<file path="config.mk">
export PLATFORM = sky130hd
export DESIGN_NAME = hazard_ctrl_unit
export DESIGN_NICKNAME = d
export VERILOG_FILES = /design/src/rtl/hazard_ctrl_unit.sv
export SDC_FILE = /design/constraint.sdc
export NUM_CORES = 1
export LEC_CHECK = 0
export CAP_MARGIN = 10
export CORE_ASPECT_RATIO = 2
export CORE_MARGIN = 2
export CORE_UTILIZATION = 42
export DETAILED_ROUTE_END_ITERATION = 10
export PLACE_DENSITY_LB_ADDON = 0.3
export SLEW_MARGIN = 30
export SYNTH_ARGS = -nofsm -noshare
export SYNTH_HDL_FRONTEND = slang
export SYNTH_SLANG_ARGS = --single-unit
</file>
<file path="constraint.sdc">
create_clock -name clk -period 2.6 [get_ports clk]
set_clock_uncertainty 0.15 [all_clocks]
set_input_delay 0.65 -clock clk [delete_from_list [all_inputs] [get_ports clk]]
set_output_delay 0.65 -clock clk [all_outputs]
set_load 0.02 [all_outputs]
</file>
<file path="src/rtl/hazard_ctrl_unit.sv">
// Load-use / branch / memory-busy hazard controller for the 5-stage RISC-V pipeline.
// Hazard detection is combinational; multi-bubble sequencing and stall counting are registered.
module hazard_ctrl_unit #(
  parameter int unsigned REG_AW       = 5,
  parameter int unsigned LOAD_BUBBLES = 1,
  parameter int unsigned X0_EXEMPT    = 1,
  parameter int unsigned CNT_W        = 16
) (
  input  logic              clk,
  input  logic              rst_n,
  input  logic              id_ex_mem_rd,
  input  logic [REG_AW-1:0] id_ex_rd,
  input  logic [REG_AW-1:0] if_id_rs1,
  input  logic [REG_AW-1:0] if_id_rs2,
  input  logic              if_id_rs1_vld,
  input  logic              if_id_rs2_vld,
  input  logic              branch_taken,
  input  logic              dmem_busy,
  input  logic              stall_cnt_clr,
  output logic              pc_en,
  output logic              if_id_en,
  output logic              id_ex_ctrl_sel,
  output logic              if_id_flush,
  output logic              pipe_hold,
  output logic              stall_active,
  output logic [CNT_W-1:0]  stall_cnt
);

  localparam int unsigned BCNT_W = 3;

  typedef enum logic {
    ST_RUN     = 1'b0,
    ST_LDSTALL = 1'b1
  } state_e;

  state_e              state_q, state_d;
  logic [BCNT_W-1:0]   bcnt_q, bcnt_d;
  logic [CNT_W-1:0]    stall_cnt_q, stall_cnt_d;

  logic                rs1_hit_c, rs2_hit_c, x0_block_c, hz_c;
  logic                cnt_inc_c;
  logic                pc_en_c, if_id_en_c, id_ex_ctrl_sel_c;
  logic                if_id_flush_c, pipe_hold_c, stall_active_c;

  // Load-use detection against the instruction currently in IF/ID
  always_comb begin
    rs1_hit_c  = if_id_rs1_vld && (if_id_rs1 == id_ex_rd);
    rs2_hit_c  = if_id_rs2_vld && (if_id_rs2 == id_ex_rd);
    x0_block_c = (X0_EXEMPT != 0) && (id_ex_rd == '0);
    hz_c       = id_ex_mem_rd && (rs1_hit_c || rs2_hit_c) && !x0_block_c;
  end

  // Next-state and pipeline-control decode, highest priority first
  always_comb begin
    state_d          = state_q;
    bcnt_d           = bcnt_q;
    cnt_inc_c        = 1'b0;
    pc_en_c          = 1'b1;
    if_id_en_c       = 1'b1;
    id_ex_ctrl_sel_c = 1'b1;
    if_id_flush_c    = 1'b0;
    pipe_hold_c      = 1'b0;
    stall_active_c   = 1'b0;

    if (dmem_busy) begin
      pc_en_c     = 1'b0;
      if_id_en_c  = 1'b0;
      pipe_hold_c = 1'b1;
    end else if (branch_taken) begin
      if_id_flush_c    = 1'b1;
      id_ex_ctrl_sel_c = 1'b0;
      state_d          = ST_RUN;
      bcnt_d           = '0;
    end else if ((state_q == ST_LDSTALL) || hz_c) begin
      pc_en_c          = 1'b0;
      if_id_en_c       = 1'b0;
      id_ex_ctrl_sel_c = 1'b0;
      stall_active_c   = 1'b1;
      cnt_inc_c        = 1'b1;
      if (state_q == ST_LDSTALL) begin
        if (bcnt_q == BCNT_W'(1)) begin
          state_d = ST_RUN;
          bcnt_d  = '0;
        end else begin
          bcnt_d = BCNT_W'(bcnt_q - BCNT_W'(1));
        end
      end else if (LOAD_BUBBLES > 1) begin
        state_d = ST_LDSTALL;
        bcnt_d  = BCNT_W'(LOAD_BUBBLES - 1);
      end
    end
  end

  // Saturating bubble counter; clear wins over a coincident increment
  always_comb begin
    stall_cnt_d = stall_cnt_q;
    if (stall_cnt_clr) begin
      stall_cnt_d = '0;
    end else if (cnt_inc_c && (stall_cnt_q != '1)) begin
      stall_cnt_d = CNT_W'(stall_cnt_q + CNT_W'(1));
    end
  end

  always_ff @(posedge clk or negedge rst_n) begin
    if (!rst_n) begin
      state_q     <= ST_RUN;
      bcnt_q      <= '0;
      stall_cnt_q <= '0;
    end else begin
      state_q     <= state_d;
      bcnt_q      <= bcnt_d;
      stall_cnt_q <= stall_cnt_d;
    end
  end

  // Controls are forced inactive for as long as reset is held
  assign pc_en          = rst_n & pc_en_c;
  assign if_id_en       = rst_n & if_id_en_c;
  assign id_ex_ctrl_sel = rst_n & id_ex_ctrl_sel_c;
  assign if_id_flush    = rst_n & if_id_flush_c;
  assign pipe_hold      = rst_n & pipe_hold_c;
  assign stall_active   = rst_n & stall_active_c;
  assign stall_cnt      = stall_cnt_q;

endmodule

</file>
== After elaboration in Yosys (flattened, before gate mapping) ==
Index checks and enable logic that the tools add are counted.

* Bits in registers: 20
* Word-level logic and storage cells: 50
* Output and inout bits: 22
* Input bits: 23

* Mux-type cells: 21
* Equal/unequal tests: 4
* Reductions and logical operators: 14
* Bitwise operators: 6
* Add/sub/neg operators: 2

{| class="wikitable"
|+ Operator list
! cell !! count
|-
| $mux W16 || 2
|-
| $add A16 B1 Y16 const B || 1
|-
| $ne A16 B16 Y1 const B || 1
|-
| $mux W1 || 15
|-
| $mux W3 || 4
|-
| $eq A5 B5 Y1 || 2
|-
| $reduce_bool A2 Y1 || 3
|-
| $and A1 B1 Y1 || 5
|-
| $logic_and A1 B1 Y1 || 5
|-
| $logic_not A5 Y1 || 1
|-
| $eq A3 B1 Y1 const B || 1
|-
| $reduce_and A3 Y1 || 1
|-
| $sub A3 B1 Y3 const B || 1
|-
| $logic_or A1 B1 Y1 || 2
|-
| $reduce_and A2 Y1 || 1
|-
| $logic_not A1 Y1 || 1
|-
| $not A1 Y1 || 1
|}

== Logic depth before layout (Yosys ltp) ==
Gate-level depths: netlist (run 1).

* Word-level depth: 12
* Gate-level depth with buffers: 9
* Mapped depth without buffers: 7

== Worst setup path after synthesis (run 1) ==
OpenSTA, ideal clock, no wires.

* Path kind: input to output
* From: input id_ex_rd[1]
* To: output pc_en
* Data required time: 1800 ps
* Arrival time: 2209 ps
* Slack: -409 ps
* Path buffers: 1
* Stages on the path: 5
* Path through: or4_1 > o21a_1 > a21o_1 > a21oi_1 > buf_4

* Longest elaborated chain between the ends: 10
* Elaborated cells on any way between the ends: 14
* Those cells by class: eq/ne: 2; mux: 3; bitwise: 1; reduce/logical: 8

{| class="wikitable"
|+ RTL lines
! item !! line !! source
|-
| start, declared || 12 || <nowiki>input logic [REG_AW-1:0] id_ex_rd,</nowiki>
|-
| $eq A5 B5 Y1 (on tied branches) || 47, 48 ||
|-
| $logic_and A1 B1 Y1 (on tied branches) || 47, 48 ||
|-
| $logic_or A1 B1 Y1 || 50 || <nowiki>hz_c = id_ex_mem_rd && (rs1_hit_c || rs2_hit_c) && !x0_block_c;</nowiki>
|-
| $logic_and A1 B1 Y1 || 50 ||
|-
| $logic_and A1 B1 Y1 (*) || 50 ||
|-
| $logic_or A1 B1 Y1 (*) || 74 || <nowiki>end else if ((state_q == ST_LDSTALL) || hz_c) begin</nowiki>
|-
| $mux W1 (*) (3 in series) || -- ||
|-
| $and A1 B1 Y1 (*) || -- ||
|-
| end, declared || 20 || <nowiki>output logic pc_en,</nowiki>
|}

Mark *: on every way between the ends. The rest lies on a longest branch, timed or not.

== Final worst setup path (run 1) ==
* From: input id_ex_rd[3]
* To: output id_ex_ctrl_sel

* Longest elaborated chain between the ends: 10
* Elaborated cells on any way between the ends: 14
* Those cells by class: eq/ne: 2; mux: 3; bitwise: 1; reduce/logical: 8

{| class="wikitable"
|+ RTL lines
! item !! line !! source
|-
| $eq A5 B5 Y1 (on tied branches) || 47, 48 ||
|-
| $logic_and A1 B1 Y1 (on tied branches) || 47, 48 ||
|-
| $logic_or A1 B1 Y1 || 50 ||
|-
| $logic_and A1 B1 Y1 || 50 ||
|-
| $logic_and A1 B1 Y1 (*) || 50 ||
|-
| $logic_or A1 B1 Y1 (*) || 74 ||
|-
| $mux W1 (*) || 74 ||
|-
| $mux W1 (*) || 69 || <nowiki>end else if (branch_taken) begin</nowiki>
|-
| $mux W1 (*) || 65 || <nowiki>if (dmem_busy) begin</nowiki>
|-
| $and A1 B1 Y1 (*) || 119 || <nowiki>assign id_ex_ctrl_sel = rst_n & id_ex_ctrl_sel_c;</nowiki>
|-
| end, declared || 22 || <nowiki>output logic id_ex_ctrl_sel,</nowiki>
|}

Marked as above.

==> results of run 1 <==
## what timing repair did
action | in CTS | in global routing
pin swaps | 19 | 4
setup buffers | 1 | 0
resized for setup | 61 | 2
setup endpoints to repair | 16 | 5
## per-layer routing
metal	routed length, um	GRT usage [%]	part of all wire, %
met3	166	3.13	3.8
met4	135	11.5	3.1
met2	2540	45.1	59
met1	1500	21.7	34
met5	0	0	0
## cell usage in the layout (no fill, tap or decap), types with 2 or more instances in the layout
cell type,Yosys,layout
sky130_fd_sc_hd__or4_1,9,8
sky130_fd_sc_hd__nor2_1,8,8
sky130_fd_sc_hd__nand2b_1,2,2
sky130_fd_sc_hd__clkbuf_8,0,3
sky130_fd_sc_hd__buf_6,1,7
sky130_fd_sc_hd__buf_4,3,20
sky130_fd_sc_hd__nand4_1,4,4
sky130_fd_sc_hd__nor4_1,2,2
sky130_fd_sc_hd__o2111ai_1,2,2
sky130_fd_sc_hd__or3_1,2,2
sky130_fd_sc_hd__clkdlybuf4s50_1,0,23
sky130_fd_sc_hd__nand3_1,4,4
sky130_fd_sc_hd__mux2_4,2,2
sky130_fd_sc_hd__nor3b_1,2,2
sky130_fd_sc_hd__buf_2,0,2
sky130_fd_sc_hd__nor3_1,5,4
sky130_fd_sc_hd__a21oi_1,17,15
sky130_fd_sc_hd__o21ai_0,3,3
sky130_fd_sc_hd__and2_1,2,2
sky130_fd_sc_hd__dfrtp_1,20,20
sky130_fd_sc_hd__xnor2_1,10,10
sky130_fd_sc_hd__dlygate4sd2_1,0,10
sky130_fd_sc_hd__ha_1,3,3
sky130_fd_sc_hd__nor2b_1,4,3
sky130_fd_sc_hd__a21oi_4,1,3
sky130_fd_sc_hd__inv_1,7,7
sky130_fd_sc_hd__nand2_1,13,13
sky130_fd_sc_hd__and3_1,4,4
sky130_fd_sc_hd__o31ai_1,9,9
## metrics by stage
step,utilization [%],area (sq um)
final,63.6,2120
after global routing,63.6,2120
after floorplan,-,1480
after detailed placement,61.3,2050
after CTS,63.7,2130
after global placement,61.3,2050
## sequential cells by signal, indices dropped and copies added (netlist names)
name and flops:
stall_cnt 16, bcnt_q 3, state_q 1
## report_power, final
| group | leakage (nW) | switching, mW | internal, mW |
|---|---|---|---|
| logic | 0.527 | 0.0809 | 0.0824 |
| registers | 0.277 | 0.0105 | 0.321 |
| clock network | 0.0357 | 0.110 | 0.206 |
## critical path, stage by stage
cell	delay [ns]
sky130_fd_sc_hd__buf_6	0.09
sky130_fd_sc_hd__or4_4	0.53
sky130_fd_sc_hd__o21a_4	0.23
sky130_fd_sc_hd__a21oi_4	0.19
sky130_fd_sc_hd__a21oi_4	0.09
sky130_fd_sc_hd__nor2b_4	0.12
sky130_fd_sc_hd__buf_6	0.12
## worst paths after layout
kind | startpoint | endpoint | slack (ns)
setup / recovery | id_ex_rd[3] | id_ex_ctrl_sel | -0.22
hold / removal | bcnt_q[1]$_DFFE_PN0P_ | bcnt_q[1]$_DFFE_PN0P_ | 0.37
setup reg to reg | stall_cnt[0]$_DFFE_PN0P_ | stall_cnt[7]$_DFFE_PN0P_ | 0.33
hold reg to reg | bcnt_q[1]$_DFFE_PN0P_ | bcnt_q[1]$_DFFE_PN0P_ | 0.37
max in group asynchronous | rst_n | stall_cnt[2]$_DFFE_PN0P_ | 1.40
min in group asynchronous | rst_n | stall_cnt[7]$_DFFE_PN0P_ | 0.67
## area by class of cell
class | count | area, sq um | area share (%)
Inverter | 7 | 26.3 | 1.24
Tap cell | 32 | 40.0 | 1.89
Clock buffer | 3 | 41.3 | 1.94
Multi-Input combinational cell | 125 | 902 | 42.5
Timing Repair Buffer | 65 | 583 | 27.5
Sequential cell | 20 | 500 | 23.6
Clock inverter | 1 | 30.0 | 1.41
## cells by family after synthesis
group / Yosys count / synth area share (%)
muxes: 2 / 2.09
adders and majority gates: 3 / 2.61
xor gates and xnor gates: 10 / 6.10
and+or+nand+nor: 68 / 28.0
buffers and inverters: 15 / 6.01
AOI/OAI and AO/OA: 42 / 20.3
DFF: 20 / 34.8
==> run summary, run 1 <==
The run finished, with violations left. The checks that failed: negative setup slack. The detailed-routing iteration count for the pre-antenna-repair pass is 4.

The post-route worst hold slack is 0.365 ns. The top fanout value on the critical path came out at 3. Clock latency on the worst-skew pair, taken at its later pin, is 0.27 ns.

The post-detailed-route count of antenna-violating nets is 0. The mapped netlist covers roughly 0.0014 sq mm. The leakage power is 0.840 nW. Setup repair after global routing could not meet its margin everywhere. The net count of the mapped netlist is 186. The instance count after placement with tap cells included came out at approximately 250.

The count of buffers added on input and output ports is 44. The commonest cells after synthesis are sky130_fd_sc_hd__dfrtp_1 (20), sky130_fd_sc_hd__a21oi_1 (17), sky130_fd_sc_hd__nand2_1 (13), sky130_fd_sc_hd__xnor2_1 (10). The share of the yosys chip area belonging to registers is 34.8%. For this run, the number of Yosys warnings is 0. Setup violations remaining at the end of the flow were counted as 4. For the pin with the worst max-slew slack, the measured transition is ~0.37 ns. The max-capacitance violation count came out at 0. The startpoint-to-endpoint class of the critical path is in -> out. The count of cells in the finished layout, fillers not included, comes to about 250. The number of remaining DRC errors is 0.

The initial antenna violation count is 0. The final wirelength is ~4.3 mm. The die extent in y came out at 86.7 um. The number of unique standard cell types used by synthesis came out at 45. The total number of nets in the final design is about 250.

The mean cell area of the mapped netlist came out at 8.98 sq um. Once routing completed, OpenROAD measured the worst setup slack at -0.224 ns. STA puts the critical path data arrival time at 2.02 ns. The starting DRC count in detailed routing is 49.

The total overflow reported by the global router is 0. In the final timing run, aggregate negative setup slack is -0.845 ns. The worst path required time came out at 1.80 ns. The max-slew violation count came to 0.

The total power after layout came out at 0.811 mW. Using the TritonRoute via totals, the vias-per-cell ratio works out to 5.85. The total die area is 0.00393 sq mm.

The minimum period implied by the final worst setup slack is around 2.8 ns. The maximum buffer depth of the clock tree is 2. The via count of the first global-routing pass came out at ~1500.

The number of cell instances on the worst register-to-register path is 8. The floorplan has 30 rows. The worst setup slack before clock tree synthesis came out at -1.08 ns. The cell type with the largest total area after synthesis is sky130_fd_sc_hd__dfrtp_1. The most repeated cell in the gate-level netlist after synthesis is sky130_fd_sc_hd__dfrtp_1. The first global-routing pass estimated roughly 6.7 mm of wire. The most used flip-flop cell after synthesis is sky130_fd_sc_hd__dfrtp_1. The initial core utilization is 43.0%. The largest vdd supply drop is 0.364 mV. The TritonCTS buffer count is 3. The count of final hold-check violations came to 0.

Along the worst hold path, the cell count comes to 1. The post-cts hold buffer count is 0. The power density over the cells is 382 mW/mm^2. The number of enable flip-flop cells after synthesis is 0. The routed layout has 1480 vias. The min-delay analysis places its worst path in the category reg -> reg. The average wire per standard cell came out at 17.2 um.

After synthesis, the share of flip-flops with an asynchronous set or reset is 100%. The element type at the critical path end is a primary output. The highest attainable clock frequency came out at 354 MHz. Yosys attributes the largest share of cell area to sky130_fd_sc_hd__dfrtp_1 (35%), sky130_fd_sc_hd__xnor2_1 (6.1%), sky130_fd_sc_hd__a21oi_1 (5.9%), sky130_fd_sc_hd__o31ai_1 (4.7%), sky130_fd_sc_hd__or4_1 (4.7%). TritonCTS built the clock tree.

The clock transition at the registers of the reported paths is roughly 0.08 ns. The half-perimeter wire length after placement came out at 3.44 mm. The area of the core region is 0.00334 sq mm. The top cell type by area accounts for 34.8% of the synthesized area. The clock net sink count came out at 20. From synthesis to final layout, the design area changed by 47.8%. The die extent in x came out at 45.4 um. The share of the cycle needed by the critical path after routing is 109%. The overall track demand over capacity in global routing is 23.3%. The launching element type of the critical path is a primary input. The cell at the root of the clock tree is sky130_fd_sc_hd__clkbuf_8. The fraction of final layout cells sized beyond drive strength 1 came out at roughly a quarter. The worst pin sits at a relative slew slack of 75.3%. The largest net degree at the start of global routing is 19. The number of filler cells placed in the layout is 279. The number of I/O pins is 45. The count of mapped cells out of synthesis is 160. The level count of the clock H-tree is 1. The congestion estimate from routability-driven global placement came to around 0.85. The register bit count reported by yosys came out at 20. The count of antenna diodes in the layout is 0.
Power figures use the tool's default switching activity.
==> run 2, diff against run 1 <==
- PLACE_DENSITY: default -> 0.76
- PLACE_DENSITY_LB_ADDON: 0.3 -> default
==> run 2 against run 1 <==
Compared with the run above: the run still ends with negative setup slack left; die area unchanged; utilization up 2.8 points; combinational power up 9%; first-iteration DRC count down 37%; register-to-register slack worse by 0.06 ns; via count up 2.6%; count of clock-buffer cells in the layout unchanged; critical endpoint unchanged; largest cell class unchanged; highest routed layer unchanged.
==> run summary, run 2 (synthesis gave the netlist of run 1 again) <==
In this run the critical register-to-register path is captured at stall_cnt[8]$_DFFE_PN0P_. Buffers inserted to repair hold after CTS numbered 0. For hold timing, the worst endpoint is bcnt_q[1]$_DFFE_PN0P_. The initial antenna violation count came to 0.

The final route contains 1519 vias. The number of standard-cell rows in the floorplan came out at 30. The library cells used most frequently in the layout, excluding fill and tap cells, are sky130_fd_sc_hd__clkdlybuf4s50_1 (23), sky130_fd_sc_hd__dfrtp_1 (20), sky130_fd_sc_hd__buf_4 (20). The TritonCTS buffer count came out at 3. Setup repair after global routing could not meet its margin everywhere. In this run the most critical hold path is launched from bcnt_q[1]$_DFFE_PN0P_. In the routed layout, each cell is associated on average with a via count of 5.93. The tree is rooted in a sky130_fd_sc_hd__clkbuf_8.

For the worst flop-to-flop path, the logic depth is 8. The tightest hold path in the finished design has a slack of 0.377 ns. The instance count along the most critical hold path is 1. The share of the cycle needed by the critical path after routing is 109%. The relative area change from synthesis to final layout came out at 54.4%. The number of standard cells in the final layout excluding fillers is 256. The first routing iteration left 31 violations. The global-route wire length before repair came out at just over 7 mm. The count of input and output buffers is 44. The initial core utilization is 43.0%. The relative slew slack came out at 70.7%. The overall track demand over capacity in global routing came out at about a quarter. Measured along the y axis, the die boundary spans 86.7 um. STA puts the critical path data required time at around 1.8 ns. The smallest clock period supported by the final layout is computed as approximately 2.8 ns.

The flow ran to the end, but the final reports show violations. Data arrives at the worst endpoint at ~2.0 ns. The die extent in x came out at 45.4 um. The max-slew violation count is 0. The average wire per standard cell came out at approximately 17 um. The clock reaches the later pin of the worst-skew pair after approximately 0.26 ns. The half-perimeter wire length after placement came out at 3.37 mm.

The count of nets left with antenna violations once routing finished came out at 0. The routed design has 4.40 mm of wire. The via count of the first global-routing pass is 1536. The slew at the pin closest to its max-slew limit came out at 0.436 ns. The register with the most flip-flops in the layout has 16 of them. The core region is ~0.0033 sq mm.

The reg-to-reg critical path startpoint is stall_cnt[0]$_DFFE_PN0P_. The detailed-routing iteration count for the pre-antenna-repair pass is 4. Once routing completed, OpenROAD measured the worst setup slack at -0.232 ns. The maximum buffer depth of the clock tree came out at 2. The power density over the cells is between 300 and 400 mW/mm^2. The number of I/O pins is between 40 and 50. The top fanout value on the critical path is 3. The startpoint-to-endpoint class of the critical path is in -> out. The number of filler cells placed in the layout came out at approximately 270.

The critical path goes through buf_6 -> or4_4 -> o21a_4 -> a21oi_4 -> a21oi_4 -> nor2b_4 -> buf_6. After detailed routing, the number of remaining DRC violations is 0. The highest attainable clock frequency came out at 353 MHz.

The largest vdd supply drop is 0.370 mV. The leakage power came out at 0.876 nW. The count of final hold-check violations is 0. In the final layout, the share of cells above drive strength 1 is 27.2%.

The total die area is 0.00393 sq mm. The number of antenna diodes in the final layout is 0. The number of placed instances, taps included, is 250. The launching element type of the critical path is a primary input.

The worst setup slack before clock tree synthesis is -1.06 ns. The total number of nets in the final design came out at 251. The clock net sink count came out at 20.

The max-capacitance violation count came out at 0. The worst stage delay on the critical path is 0.52 ns. The slowest cell on the critical path is sky130_fd_sc_hd__or4_4. The worst-case register-to-register setup slack came out at 0.27 ns. TritonCTS built the clock tree.

In this run the worst hold path is classified as reg -> reg. The clock transition at the registers of the reported paths is 0.08 ns. Entering global routing, the biggest net connects 25 pins. The routability-driven placement congestion ratio came out at just over 0.8. After global routing the overflow that remains totals 0.

The checks that failed: negative setup slack. The level count of the clock H-tree came out at 1. STA classifies the critical path endpoint as a primary output. The leading cell type in the layout, fill and taps excluded is sky130_fd_sc_hd__clkdlybuf4s50_1. The setup violation total in the final timing report came out at 4.
## run 2: cell count changes in the layout (fill, tap and decap cells not counted)
cell | previous run | this run
sky130_fd_sc_hd__or4_1 | 8 | 7
sky130_fd_sc_hd__a21oi_2 | 1 | 2
sky130_fd_sc_hd__a21oi_1 | 15 | 14
sky130_fd_sc_hd__or4_4 | 1 | 2
sky130_fd_sc_hd__buf_6 | 7 | 10
sky130_fd_sc_hd__dlygate4sd2_1 | 10 | 3
sky130_fd_sc_hd__xnor2_1 | 10 | 6
sky130_fd_sc_hd__o22ai_4 | 0 | 1
sky130_fd_sc_hd__clkdlybuf4s15_2 | 1 | 2
sky130_fd_sc_hd__o22ai_2 | 1 | 0
sky130_fd_sc_hd__clkdlybuf4s15_1 | 1 | 8
sky130_fd_sc_hd__xnor2_2 | 0 | 4
sky130_fd_sc_hd__clkbuf_2 | 1 | 0
## run 2: through the flow
step	area [sq um]	utilization [%]	setup TNS, ns	power, mW
6_report	2220	66.4	-0.880	0.827
5_1_grt	2220	66.4	-1.08	0.858
4_1_cts	2160	64.6	-0.838	0.817
3_5_place_dp	2060	61.8	-11.16	0.507
3_3_place_gp	2060	61.8	-9.75	0.499
2_1_floorplan	1480	-	-0.556	0.417
## run 2: layout make-up
cell class / instances / area [sq um] / area share (%)
sequential: 20 / 500 / 22.6
timing repair buffer: 68 / 632 / 28.5
inverter: 7 / 26.3 / 1.19
clock inverter: 1 / 30.0 / 1.35
tap: 32 / 40.0 / 1.81
clock buffer: 3 / 41.3 / 1.86
multi-input combinational: 125 / 947 / 42.7
## run 2: where the power goes
part / internal (mW) / switching [mW]
combinational: 0.0917 / 0.0861
sequential: 0.321 / 0.00967
clock: 0.206 / 0.112
total: 0.619 / 0.208
## run 2: worst max path at each step
stage	startpoint	end	slack, ns	depth (start not counted)
3_3_place_gp	id_ex_rd[1]	id_ex_ctrl_sel	-1.03	7
5_1_grt	id_ex_rd[2]	stall_active	-0.28	9
2_1_floorplan	id_ex_rd[1]	id_ex_ctrl_sel	-0.20	6
4_1_cts	id_ex_rd[2]	id_ex_ctrl_sel	-0.23	7
6_report	id_ex_rd[2]	id_ex_ctrl_sel	-0.23	7
3_5_place_dp	id_ex_rd[2]	stall_active	-1.06	9
## run 2: metal layers
metal | track usage [%] | routed length (um)
met2 | 45.7 | 2660
met3 | 3.33 | 224
met1 | 24.6 | 1480
met4 | 8.02 | 38
met5 | 0 | 0
## run 2: worst max-delay path, delay by kind of cell
| kind | cells | cell delay (ns) |
|---|---|---|
| buffers and inverters | 2 | 0.22 |
| AOI/OAI and AO/OA | 3 | 0.53 |
| and+or+nand+nor | 2 | 0.64 |
## run 2: timing repair
action / in CTS / in global routing
setup endpoints to repair: 19 / 6
pin swaps: 18 / 10
resized for setup: 65 / 14
setup buffers: 1 / 2
==> run 3, diff against run 2 <==
--- a/constraint.sdc
+++ b/constraint.sdc
@@ -3,3 +3,3 @@
 set_input_delay 0.65 -clock clk [delete_from_list [all_inputs] [get_ports clk]]
 set_output_delay 0.65 -clock clk [all_outputs]
-set_load 0.02 [all_outputs]
+set_load 0.1 [all_outputs]
==> run 3 against run 2 <==
Compared with the run above: the flow still finishes with violations (negative setup slack); critical path type unchanged; global-route usage up 0.68 points; worst hold slack worse by 0.0081 ns; utilization down 1.3 points; worst setup slack worse by 0.071 ns; clock power about the same; sequential power about the same; sequential share of layout area up 0.97 points; sequential cell count unchanged; cell count down 2.0%; maximum frequency down 2.5%.
==> run summary, run 3 (synthesis gave the netlist of run 1 again) <==
The run finished, with violations left. The checks that failed: negative setup slack. The maximum buffer depth of the clock tree came out at 2.

In this run the critical register-to-register path is captured at stall_cnt[7]$_DFFE_PN0P_. The area of all placed cells without fillers came out at 0.00217 sq mm. Setup repair after global routing could not meet its margin everywhere.

The max-capacitance violation count is 0. Global routing used 24.6% of the available tracks across all layers. Once detail routing completed, the nets flagged for antenna violations numbered 0. The average wire per standard cell is 17.4 um. The instance count after placement with tap cells included is between 200 and 250. The number of remaining DRC errors came out at 0. In this design, the stage delay of the slowest critical-path cell is 0.52 ns. Port buffering added 44 buffers. Counting stages on the worst path, the most repeated cell is sky130_fd_sc_hd__a21oi_4.

The largest net degree at the start of global routing is 25. The count of final hold-check violations is 0. The worst-case register-to-register setup slack is roughly 0.26 ns. Traced cell by cell, the critical path runs through buf_6 -> or4_4 -> o21a_4 -> a21oi_4 -> a21oi_4 -> nor2b_4 -> buf_12. The tree is rooted in a sky130_fd_sc_hd__clkbuf_8.

The number of cells on the worst reg-to-reg path is 8. Static timing analysis puts the maximum clock frequency at 344 MHz. The slew at the pin closest to its max-slew limit is 0.441 ns.

The clock reaches the later pin of the worst-skew pair after 0.27 ns. TritonCTS built the clock tree. The worst setup path is launched from a primary input. The flip-flop count of the largest register, all copies and words added came out at 16. Summing over every cut layer, the via total after detailed routing is 1532. Subtracting the final worst setup slack from the clock period gives ~2.9 ns.

For hold timing, the worst endpoint is bcnt_q[1]$_DFFE_PN0P_. In the final layout, the share of cells above drive strength 1 is 37.4%. The detailed-routing iteration count for the pre-antenna-repair pass is 4. The source of the critical timing path is id_ex_rd[1].

For this run, the number of standard cells in the final layout without fillers is 251. The initial antenna violation count came out at 0. The die extent in x came out at 45.4 um. The die extent in y came out at 86.7 um.

The total overflow reported by the global router is 0. The worst hold path begins at bcnt_q[1]$_DFFE_PN0P_. At the worst endpoint, the required time is 1.80 ns. VDD sags by at most 0.395 mV. After detailed placement, the total cell area comes to approximately 0.0021 sq mm. The slowest stage of the critical path is the sky130_fd_sc_hd__or4_4 cell. The max-slew violation count came out at 0.

The instance count along the most critical hold path came out at 1. The library cell used most frequently in the layout, excluding fill and tap cells, is sky130_fd_sc_hd__buf_4. The via count of the first global-routing pass came to 1639.

The worst min-delay path category is reg -> reg. The average via count per standard cell is 6.10. The top fanout value on the critical path is 3. The startpoint-to-endpoint class of the critical path is in -> out.

The setup violation total in the final timing report came out at 4. The utilization after layout came out at 65.1%. The share of the cycle needed by the critical path after routing is 112%. For this design the ratio of total power to cell area is slightly below 400 mW/mm^2. For this design the static power due to leakage is a little under 0.9 nW.

The relative slew slack is 70.5%. The count of antenna diodes in the layout came out at 0. The clock transition at the registers of the reported paths is 0.08 ns. The critical path arrival is 2.10 ns. In the layout the commonest cells are sky130_fd_sc_hd__buf_4 (32), sky130_fd_sc_hd__nand2_1 (13), sky130_fd_sc_hd__a21oi_1 (13).

After layout, the worst setup slack is -0.304 ns. The routability-driven placement congestion ratio came out at 0.814. The final total negative setup slack came out at -1.11 ns. The number of standard-cell rows in the floorplan is 30. The level count of the clock H-tree is 1.

In this run the count of I/O pins placed on the die edge is 45. The die covers slightly below 0.004 sq mm. The TritonCTS buffer count came out at 3.

The starting DRC count in detailed routing came out at 41. The half-perimeter wire length after placement came out at 3.41 mm. The worst setup slack before clock tree synthesis came out at -0.660 ns.

The area growth from synthesis to layout is 51.3%. The initial core utilization is between 40% and 50%. The element type at the critical path end is a primary output.

The area of the core region came out at 0.00334 sq mm. The post-route worst hold slack came out at 0.369 ns. The global-route wire length before repair came out at 7.30 mm. The total number of nets in the final design is about 250.

The reg-to-reg critical path startpoint is stall_cnt[0]$_DFFE_PN0P_. Wires add up to 4.37 mm. The total power after layout is between 0.8 and 0.9 mW. The clock drives 20 sinks.
[run 3: cell types whose count changed in the layout (fill, tap and decap cells not counted), sizes merged]
| cell | before | now |
|---|---|---|
| clkbuf | 3 | 4 |
| dlymetal6s2s | 0 | 2 |
| buf | 32 | 45 |
| dlygate4sd2 | 3 | 8 |
| clkdlybuf4s15 | 10 | 1 |
| clkdlybuf4s50 | 23 | 6 |
[run 3: critical path: cells and delay by family]
family,cells,cell delay (ns)
and+or+nand+nor,2,0.66
buffers and inverters,2,0.27
AOI/OAI and AO/OA,3,0.51
[run 3: what timing repair did]
item | in CTS | in global routing
hold buffers | 0 | 0
buffers inserted | 1 | 1
endpoints found under the setup margin | 17 | 7
pin swaps | 18 | 13
gates resized for setup | 31 | 12
[run 3: area by class of cell]
type,instances,area (sq um)
fillers,273,1170
multi-input cells,125,927
repair buffers,63,597
flip-flops and latches,20,512
clock buffers,3,41.3
well taps,32,40.0
clock inverters,1,30.0
inverters,7,26.3
[run 3: power by group]
group	switching [mW]	total [mW]	leakage (nW)	internal, mW
clock network	0.111	0.317	0.0357	0.206
logic	0.111	0.202	0.589	0.0912
registers	0.00961	0.331	0.262	0.321
[run 3: worst max path at each step]
stage,cells after the start,end
3_5_place_dp,9,stall_active
2_1_floorplan,5,pc_en
3_3_place_gp,6,if_id_en
5_1_grt,7,id_ex_ctrl_sel
6_report,7,id_ex_ctrl_sel
4_1_cts,6,pc_en
[run 3: routing by layer]
layer  share of wire [%]  wire, um  vias up  GRT usage, %
li1                    -         -      714             -
met4                 3.1       134        0          11.0
met2                  58      2520       55          46.6
met1                  33      1440      750          24.0
met5                   0         0        -             0
met3                 6.2       270       13          3.96
